### src/rtl/cpu_clk_ctrl.sv
// Run/step/halt controller for the multi-cycle core: issues a registered one-cycle
// clock-enable pulse in free-run (prescaled), single-step (debounced button) or halted mode.
`timescale 1ns/1ps

module cpu_clk_ctrl #(
  parameter int DIV_WIDTH  = 20,
  parameter int DEB_CYCLES = 1000000
) (
  input  logic        clk,
  input  logic        rst,
  input  logic        run_sw,
  input  logic        step_btn,
  input  logic [1:0]  div_sel,
  input  logic        halt_req,
  output logic        cpu_en,
  output logic [1:0]  state,
  output logic [31:0] cycle_count
);

  localparam int DEB_W = (DEB_CYCLES > 1) ? $clog2(DEB_CYCLES) : 1;
  localparam logic [DEB_W-1:0] DEB_LAST = DEB_W'(DEB_CYCLES - 1);

  typedef enum logic [1:0] {
    ST_HALT = 2'd0,
    ST_RUN  = 2'd1,
    ST_STEP = 2'd2
  } state_t;

  state_t               state_q;
  logic                 run_meta, run_s;
  logic                 step_meta, step_s;
  logic [DEB_W-1:0]     deb_cnt;
  logic                 deb_lvl, deb_lvl_d;
  logic                 step_evt;
  logic [DIV_WIDTH-1:0] presc;
  logic [DIV_WIDTH-1:0] mask;
  logic                 tick;
  logic                 halt_lat;

  // Synchronizers and button debounce; a new level is accepted only after
  // DEB_CYCLES consecutive cycles of disagreement with the current one.
  always_ff @(posedge clk) begin
    if (rst) begin
      run_meta  <= 1'b0;
      run_s     <= 1'b0;
      step_meta <= 1'b0;
      step_s    <= 1'b0;
      deb_cnt   <= '0;
      deb_lvl   <= 1'b0;
      deb_lvl_d <= 1'b0;
    end else begin
      // NOTE: non-blocking assignments make every flop sample the pre-edge value,
      // so the two-stage shift below really is two stages.
      run_meta  <= run_sw;
      run_s     <= run_meta;
      step_meta <= step_btn;
      step_s    <= step_meta;
      deb_lvl_d <= deb_lvl;
      if (step_s == deb_lvl) begin
        deb_cnt <= '0;
      end else if (deb_cnt == DEB_LAST) begin
        deb_lvl <= step_s;
        deb_cnt <= '0;
      end else begin
        deb_cnt <= deb_cnt + DEB_W'(1);
      end
    end
  end

  assign step_evt = deb_lvl & ~deb_lvl_d;

  always_comb begin
    // NOTE: mask gets a value before the case so no path can leave it unassigned
    // and infer a latch.
    mask = '0;
    case (div_sel)
      2'd1:    mask = DIV_WIDTH'(32'h0000_000F);
      2'd2:    mask = DIV_WIDTH'(32'h0000_03FF);
      2'd3:    mask = {DIV_WIDTH{1'b1}};
      default: mask = '0;
    endcase
  end

  assign tick = ((presc & mask) == mask);

  // Mode FSM with registered enable pulse, prescaler, halt latch and pulse counter.
  always_ff @(posedge clk) begin
    if (rst) begin
      state_q     <= ST_HALT;
      cpu_en      <= 1'b0;
      cycle_count <= '0;
      presc       <= '0;
      halt_lat    <= 1'b0;
    end else begin
      cycle_count <= cycle_count + 32'(cpu_en);
      halt_lat    <= halt_req | (halt_lat & run_s);
      cpu_en      <= 1'b0;
      case (state_q)
        ST_HALT: begin
          if (step_evt) begin
            state_q <= ST_STEP;
          end else if (run_s & ~halt_lat & ~halt_req) begin
            state_q <= ST_RUN;
            presc   <= '0;
          end
        end
        ST_RUN: begin
          presc  <= presc + DIV_WIDTH'(1);
          cpu_en <= tick & run_s & ~halt_req;
          if (~run_s | halt_req) state_q <= ST_HALT;
        end
        ST_STEP: begin
          // The step pulse is issued even if the core is requesting a halt.
          cpu_en  <= 1'b1;
          state_q <= ST_HALT;
        end
        default: state_q <= ST_HALT;
      endcase
    end
  end

  assign state = state_q;

endmodule

### config.mk
export PLATFORM = sky130hd
export DESIGN_NAME = cpu_clk_ctrl
export DESIGN_NICKNAME = d
export VERILOG_FILES = /design/src/rtl/cpu_clk_ctrl.sv
export SDC_FILE = /design/constraint.sdc
export NUM_CORES = 1
export LEC_CHECK = 0
export ABC_AREA = 1
export CAP_MARGIN = 40
export CORE_MARGIN = 3
export CORE_UTILIZATION = 50
export CTS_BUF_LIST = sky130_fd_sc_hd__clkbuf_8
export DETAILED_ROUTE_END_ITERATION = 16
export PLACE_DENSITY = 0.71
export SYNTH_ARGS = -nofsm -noshare
export SYNTH_HDL_FRONTEND = slang
export SYNTH_SLANG_ARGS = --single-unit
### constraint.sdc
create_clock -name clk -period 3 [get_ports clk]
set_input_delay 0.9 -clock clk [delete_from_list [all_inputs] [get_ports clk]]
set_output_delay 0.9 -clock clk [all_outputs]
set_load 0.03 [all_outputs]
==> qor.yml, run 1 <==
status:
  outcome: "finished clean"
drt:
  drc_errors: 0
  ant_nets: 0
  routedWlPerCell_um: 11.94
  num_vias: 4057
  wl_mm: 9.565
  drtPass1Iterations: 5
  avgViaCountPerCell: 5.065
  drtIter0Drc: 184
yosys:
  yosysSeqAreaShare_pct: 37.68
  synth_cell_types: 32
  yosys_warnings: 0
  syn_nets: 659
  synth_area_per_cell_um2: 6.755
  synthCells: 645
  ys_seq_elements: 82
  syn_area_um2: 4357
grt:
  grt-ovfl-total: 0
  antenna_found_initial: 0
  grt_pass1_vias: 3784
  grt_pass1_wl_mm: 16.80
  grt_usage_pct: 20.51
  grt_max_degree: 29
cells_and_area:
  drive_gt1_share_pct: 9.483
  area_delta_synth_final_pct: 16.00
  mostFrequentLayoutCells: "nand2_1 (151), nor2_1 (109), inv_1 (86)"
  postLayoutCellArea_um2: 5054
  final_common_cell: "nand2_1"
  nets: 705
  diodes: 0
  multiInputGateArea_um2: 2332
  fill_cells: 777
  regArea_um2: 1642
clock_tree:
  htreeDepth: 3
  clk_pin_slew_ns: 0.08
  clockBufferDepth: 2
  numCtsBuffers: 9
  clk_latency_ns: 0.34
  clock_sinks: 82
  cts_setup_buffers: 0
  root_buffer: "clkbuf_8"
  cts_hold_buf: 0
  cts_resized: 0
  cts_tree: "done"
sta:
  finalHoldViolations: 0
  rsz0062_at_grt: "false"
  maxSlewHeadroom_pct: 73.83
  skew_ns: 0.009218
  timing.final.crit_period_ns: 2.408
  period_share_pct: 80.28
  final.setup.tns_ns: 0
  finalSetupViolations: 0
  finalMaxSlewViolations: 0
  max_freq_mhz: 415.2
  tightest_slew_ns: 0.3912
critical_path:
  crit_path_max_incr_delay_ns: 0.72
  crit_family: "buffers and inverters"
  endpoint_kind: "output pin"
  crit_fanout: 5
  path_buf_inv: 1
  path_cells: "clkdlybuf4s50_1"
  worstPathArrival_ns: 1.51
  critPathSlowestCell: "clkdlybuf4s50_1"
  critical_path_class: "reg -> out"
  required_ns: 2.10
  cp-start-kind: "flip-flop"
die:
  die_w_um: 99.35
  initial_utilization_pct: 52.24
  num_rows: 33
  die_h_um: 99.35
  coreArea_um2: 8341
  num_io_pins: 42
  dieArea_um2: 9869
power_and_ir_drop:
  power_density_nw_per_um2: 385.2
  power_leakage_nw: 1.826
  ir_drop_mv: 0.2101
placement:
  portBuffers: 41
  placed_area_um2: 4857
  dp_hpwl_mm: 7.338
  routabilityCongestion: 0.8614
flow_run:
  cap_violations: 0
min_path:
  hp-class: "reg -> reg"
## sequential cells by signal, summed over array words and instances, names as in the netlist
signal,flops
run_meta,1
deb_cnt,20
cpu_en,1
run_s,1
cycle_count,32
step_meta,1
state,2
halt_lat,1
deb_lvl,1
step_s,1
deb_lvl_d,1
presc,20
## path summary, 6_finish.rpt
| kind | to | cells after the start | slack, ns | startpoint |
|---|---|---|---|---|
| hold / removal | run_s | 2 | 0.41 | run_meta |
| setup reg to reg | deb_cnt[15] | 8 | 1.18 | deb_cnt[0] |
| hold reg to reg | run_s | 2 | 0.41 | run_meta |
| setup / recovery | cycle_count[9] | 1 | 0.59 | cycle_count[9] |
## metrics by stage
stage          hold slack, ns  util, %  power, mW  worst slack [ns]  instances
2_1_floorplan          0.3883        -      1.156             1.233        645
3_3_place_gp           0.3967    58.24      1.172            0.6337        785
3_5_place_dp           0.4012    58.24      1.173            0.5975        785
4_1_cts                0.4146    60.59      1.972            0.5766        801
5_1_grt                0.4305    60.59      2.022            0.5338        801
6_report               0.4124    60.59      1.947            0.5916        801
## logic make-up after synthesis
kind of cell,synth area share [%]
adder cells (fa/ha/maj),2.010
buffers and inverters,8.788
AO/OA/AOI/OAI,9.277
flip-flops,37.68
XOR/XNOR,1.206
AND/OR/NAND/NOR,41.04
## cells in the mapped netlist (all sizes together)
library cell,number,area share (%)
dfxtp,82,38
nand2,165,15
nand3b,8,1.4
clkbuf,2,0.17
xor2,5,1.0
nand3,30,3.7
buf,6,1.1
nand4,18,2.6
a21oi,47,5.4
ha,7,2.0
o21bai,3,0.52
a21boi,1,0.17
o21ai,22,2.5
nor2,127,13
nor3,29,5.3
inv,87,7.5
xnor2,1,0.20
o21a,3,0.52
or2,1,0.14
a31oi,1,0.14
## per-layer routing
metal  wire (um)  GRT usage [%]  vias to the layer above
met1        4685          28.32                     1828
met2        4373          32.95                       74
met5           0              0                        -
met4          91          6.197                        0
met3         415          3.436                       10
li1            -              -                     2145
## cell type report
cell class | count | area share (%)
clock buffers | 10 | 2.723
multi-input cells | 468 | 46.15
clock inverters | 6 | 1.164
inverters | 87 | 6.462
flip-flops and latches | 82 | 32.48
well taps | 105 | 2.600
repair buffers | 43 | 8.418
## power by group
group          total [mW]  internal, mW  switching, mW
Combinational      0.0513        0.0189         0.0324
Sequential           1.10          1.09        0.00334
Clock               0.800         0.402          0.398
No activity file was read; power rests on OpenSTA's default activity.
==> run 2: changes to the inputs <==
==> constraint.sdc (replaced) <==
create_clock -name clk -period 2.34 [get_ports clk]
set_input_delay 0.702 -clock clk [delete_from_list [all_inputs] [get_ports clk]]
set_output_delay 0.702 -clock clk [all_outputs]
set_load 0.03 [all_outputs]
==> run 2 against run 1 <==
Net effect:
- setup slack got worse by 0.48 ns
- critical endpoint is now cycle_count[7]
- die area did not move
- hold slack got worse by 0.0072 ns
- critical path depth unchanged
- highest routed layer unchanged
- largest power group unchanged
==> qor.yml, run 2 (synthesized netlist as in run 1, its figures left out) <==
status:
  outcome: "finished clean"  # unchanged
clock_tree:
  cts_tree: "done"  # unchanged
  root_buffer: "clkbuf_8"  # unchanged
  cts_setup_buffers: 0  # unchanged
  numCtsBuffers: 9  # unchanged
  cts_resized: 0  # unchanged
  cts_hold_buf: 0  # unchanged
  clock_sinks: 82  # unchanged
  htreeDepth: 3  # unchanged
  clk_latency_ns: 0.35  # was 0.34 ns
  clockBufferDepth: 2  # unchanged
  clk_pin_slew_ns: 0.08  # about the same
grt:
  grt_pass1_wl_mm: 17.07  # was 16.80 mm
  grt_pass1_vias: 3861  # was 3784
  grt_usage_pct: 20.99  # was 20.51%
  antenna_found_initial: 0  # unchanged
  grt_max_degree: 29  # unchanged
  grt-ovfl-total: 0  # unchanged
cells_and_area:
  area_delta_synth_final_pct: 15.57  # was 16.00%
  diodes: 0  # unchanged
  mostFrequentLayoutCells: "nand2_1 (151), nor2_1 (109), inv_1 (85)"  # was nand2_1 (151), nor2_1 (109), inv_1 (86)
  drive_gt1_share_pct: 9.756  # was 9.483%
  largest-register: "cycle_count"  # unchanged
  fill_cells: 805  # was 777
  final_common_cell: "nand2_1"  # unchanged
  reg_top3: "cycle_count (32), deb_cnt (20), presc (20)"  # unchanged
  nets: 706  # was 705
  largest_reg_flops: 32  # unchanged
min_path:
  holdPathStages: 2  # unchanged
  min_from: "step_meta"  # was run_meta
  hp-class: "reg -> reg"  # unchanged
  hold_end: "step_s"  # was run_s
critical_path:
  r2r_setup_slack_ns: 0.54  # was 1.18 ns
  critPathSlowestCell: "clkdlybuf4s50_1"  # unchanged
  endpoint_kind: "output pin"  # unchanged
  cp-start-kind: "flip-flop"  # unchanged
  rr_worst_depth: 8  # unchanged
  path_buf_inv: 1  # unchanged
  path_cells: "clkdlybuf4s50_1"  # unchanged
  crit_fanout: 4  # was 5
  crit_start: "cycle_count[7]"  # was cycle_count[9]
  crit_path_max_incr_delay_ns: 0.72  # about the same
  r2r-end: "deb_cnt[7]"  # was deb_cnt[15]
  crit_family: "buffers and inverters"  # unchanged
  worstPathArrival_ns: 1.52  # was 1.51 ns
  critical_path_class: "reg -> out"  # unchanged
  reg2reg_from: "deb_cnt[0]"  # unchanged
  required_ns: 1.64  # was 2.10 ns
drt:
  avgViaCountPerCell: 5.047  # was 5.065
  routedWlPerCell_um: 12.37  # was 11.94 um
  wl_mm: 9.917  # was 9.565 mm
  drtPass1Iterations: 4  # was 5
  drc_errors: 0  # unchanged
  drtIter0Drc: 179  # was 184
  ant_nets: 0  # unchanged
  num_vias: 4048  # was 4057
sta:
  max_freq_mhz: 449.1
  rsz0062_at_grt: "false"  # unchanged
  timing.final.crit_period_ns: 2.227
  final.setup.tns_ns: 0  # unchanged
  skew_ns: 0.01031  # was 0.009218 ns
  finalSetupViolations: 0  # unchanged
  period_share_pct: 95.15
  maxSlewHeadroom_pct: 71.95  # was 73.83%
  finalMaxSlewViolations: 0  # unchanged
  finalHoldViolations: 0  # unchanged
  tightest_slew_ns: 0.4192  # was 0.3912 ns
placement:
  portBuffers: 41  # unchanged
  routabilityCongestion: 0.8810  # was 0.8614
  dp_hpwl_mm: 7.628  # was 7.338 mm
die:
  initial_utilization_pct: 52.24  # unchanged
  num_io_pins: 42  # unchanged
  coreArea_um2: 8341  # unchanged
  num_rows: 33  # unchanged
  dieArea_um2: 9869  # unchanged
  die_w_um: 99.35  # unchanged
  die_h_um: 99.35  # unchanged
power_and_ir_drop:
  power_leakage_nw: 1.813  # was 1.826 nW
  power_mw: 2.383  # was 1.947 mW
  ir_drop_mv: 0.3848  # was 0.2101 mV
  power_density_nw_per_um2: 473.4  # was 385.2 nW/um^2
flow_run:
  cap_violations: 0  # unchanged
run 2: final cells by class:
class | count | area [um^2] | share of cell area [%]
clock buffer | 9 | 123.9 | 2.460
clock inverter | 7 | 46.29 | 0.9195
inverter | 87 | 326.6 | 6.486
multi-input combinational | 468 | 2332 | 46.32
sequential | 82 | 1642 | 32.60
tap | 105 | 131.4 | 2.609
timing repair buffer | 44 | 432.9 | 8.598
run 2: how the worst max path moves through the flow:
stage | slack (ns) | end | depth (start not counted)
4_1_cts | 0.11 | cycle_count[5] | 1
3_3_place_gp | 0.16 | presc[11] | 11
3_5_place_dp | 0.12 | presc[11] | 11
5_1_grt | 0.05 | cycle_count[5] | 1
6_report | 0.11 | cycle_count[7] | 1
2_1_floorplan | 0.60 | cycle_count[16] | 11
run 2: stage by stage:
step	hold WS, ns	setup slack [ns]	instance area, um^2	util, %	cells
4_1_cts	0.4066	0.1074	5035	60.37	802
3_5_place_dp	0.3947	0.1173	4865	58.33	786
5_1_grt	0.4250	0.05172	5035	60.37	802
3_3_place_gp	0.3958	0.1590	4865	58.33	786
6_report	0.4052	0.1135	5035	60.37	802
2_1_floorplan	0.3883	0.5956	4357	-	645
run 2: worst register-to-register path, stage by stage, from the launching register on:
cell and delay, ns:
dfxtp_1 0.43, ha_1 0.29, nand2_1 0.08, inv_1 0.07
nand2_1 0.06, nor2_2 0.09, nand3_1 0.18, nand2_2 0.38
a21oi_1 0.09
run 2: routing by layer:
| metal | part of all wire [%] | routed length, um | up-vias | track usage, % |
|---|---|---|---|---|
| li1 | - | - | 2141 | - |
| met1 | 50 | 4977 | 1834 | 28.93 |
| met2 | 45 | 4510 | 64 | 33.68 |
| met3 | 3.1 | 312 | 9 | 3.226 |
| met4 | 1.2 | 117 | 0 | 7.038 |
| met5 | 0 | 0 | - | 0 |
run 2: where the power goes:
part	total [mW]	switching, mW	internal (mW)
logic	0.0682	0.0428	0.0254
registers	1.40	0.00444	1.40
clock network	0.911	0.527	0.383
==> run 3: changes to the inputs <==
--- a/config.mk
+++ b/config.mk
@@ -15,3 +15,4 @@
 export SYNTH_ARGS = -nofsm -noshare
 export SYNTH_HDL_FRONTEND = slang
 export SYNTH_SLANG_ARGS = --single-unit
+export TNS_END_PERCENT = 1
==> results of run 3 <==
No change in the layout: final DEF, timing and power equal those of run 2.
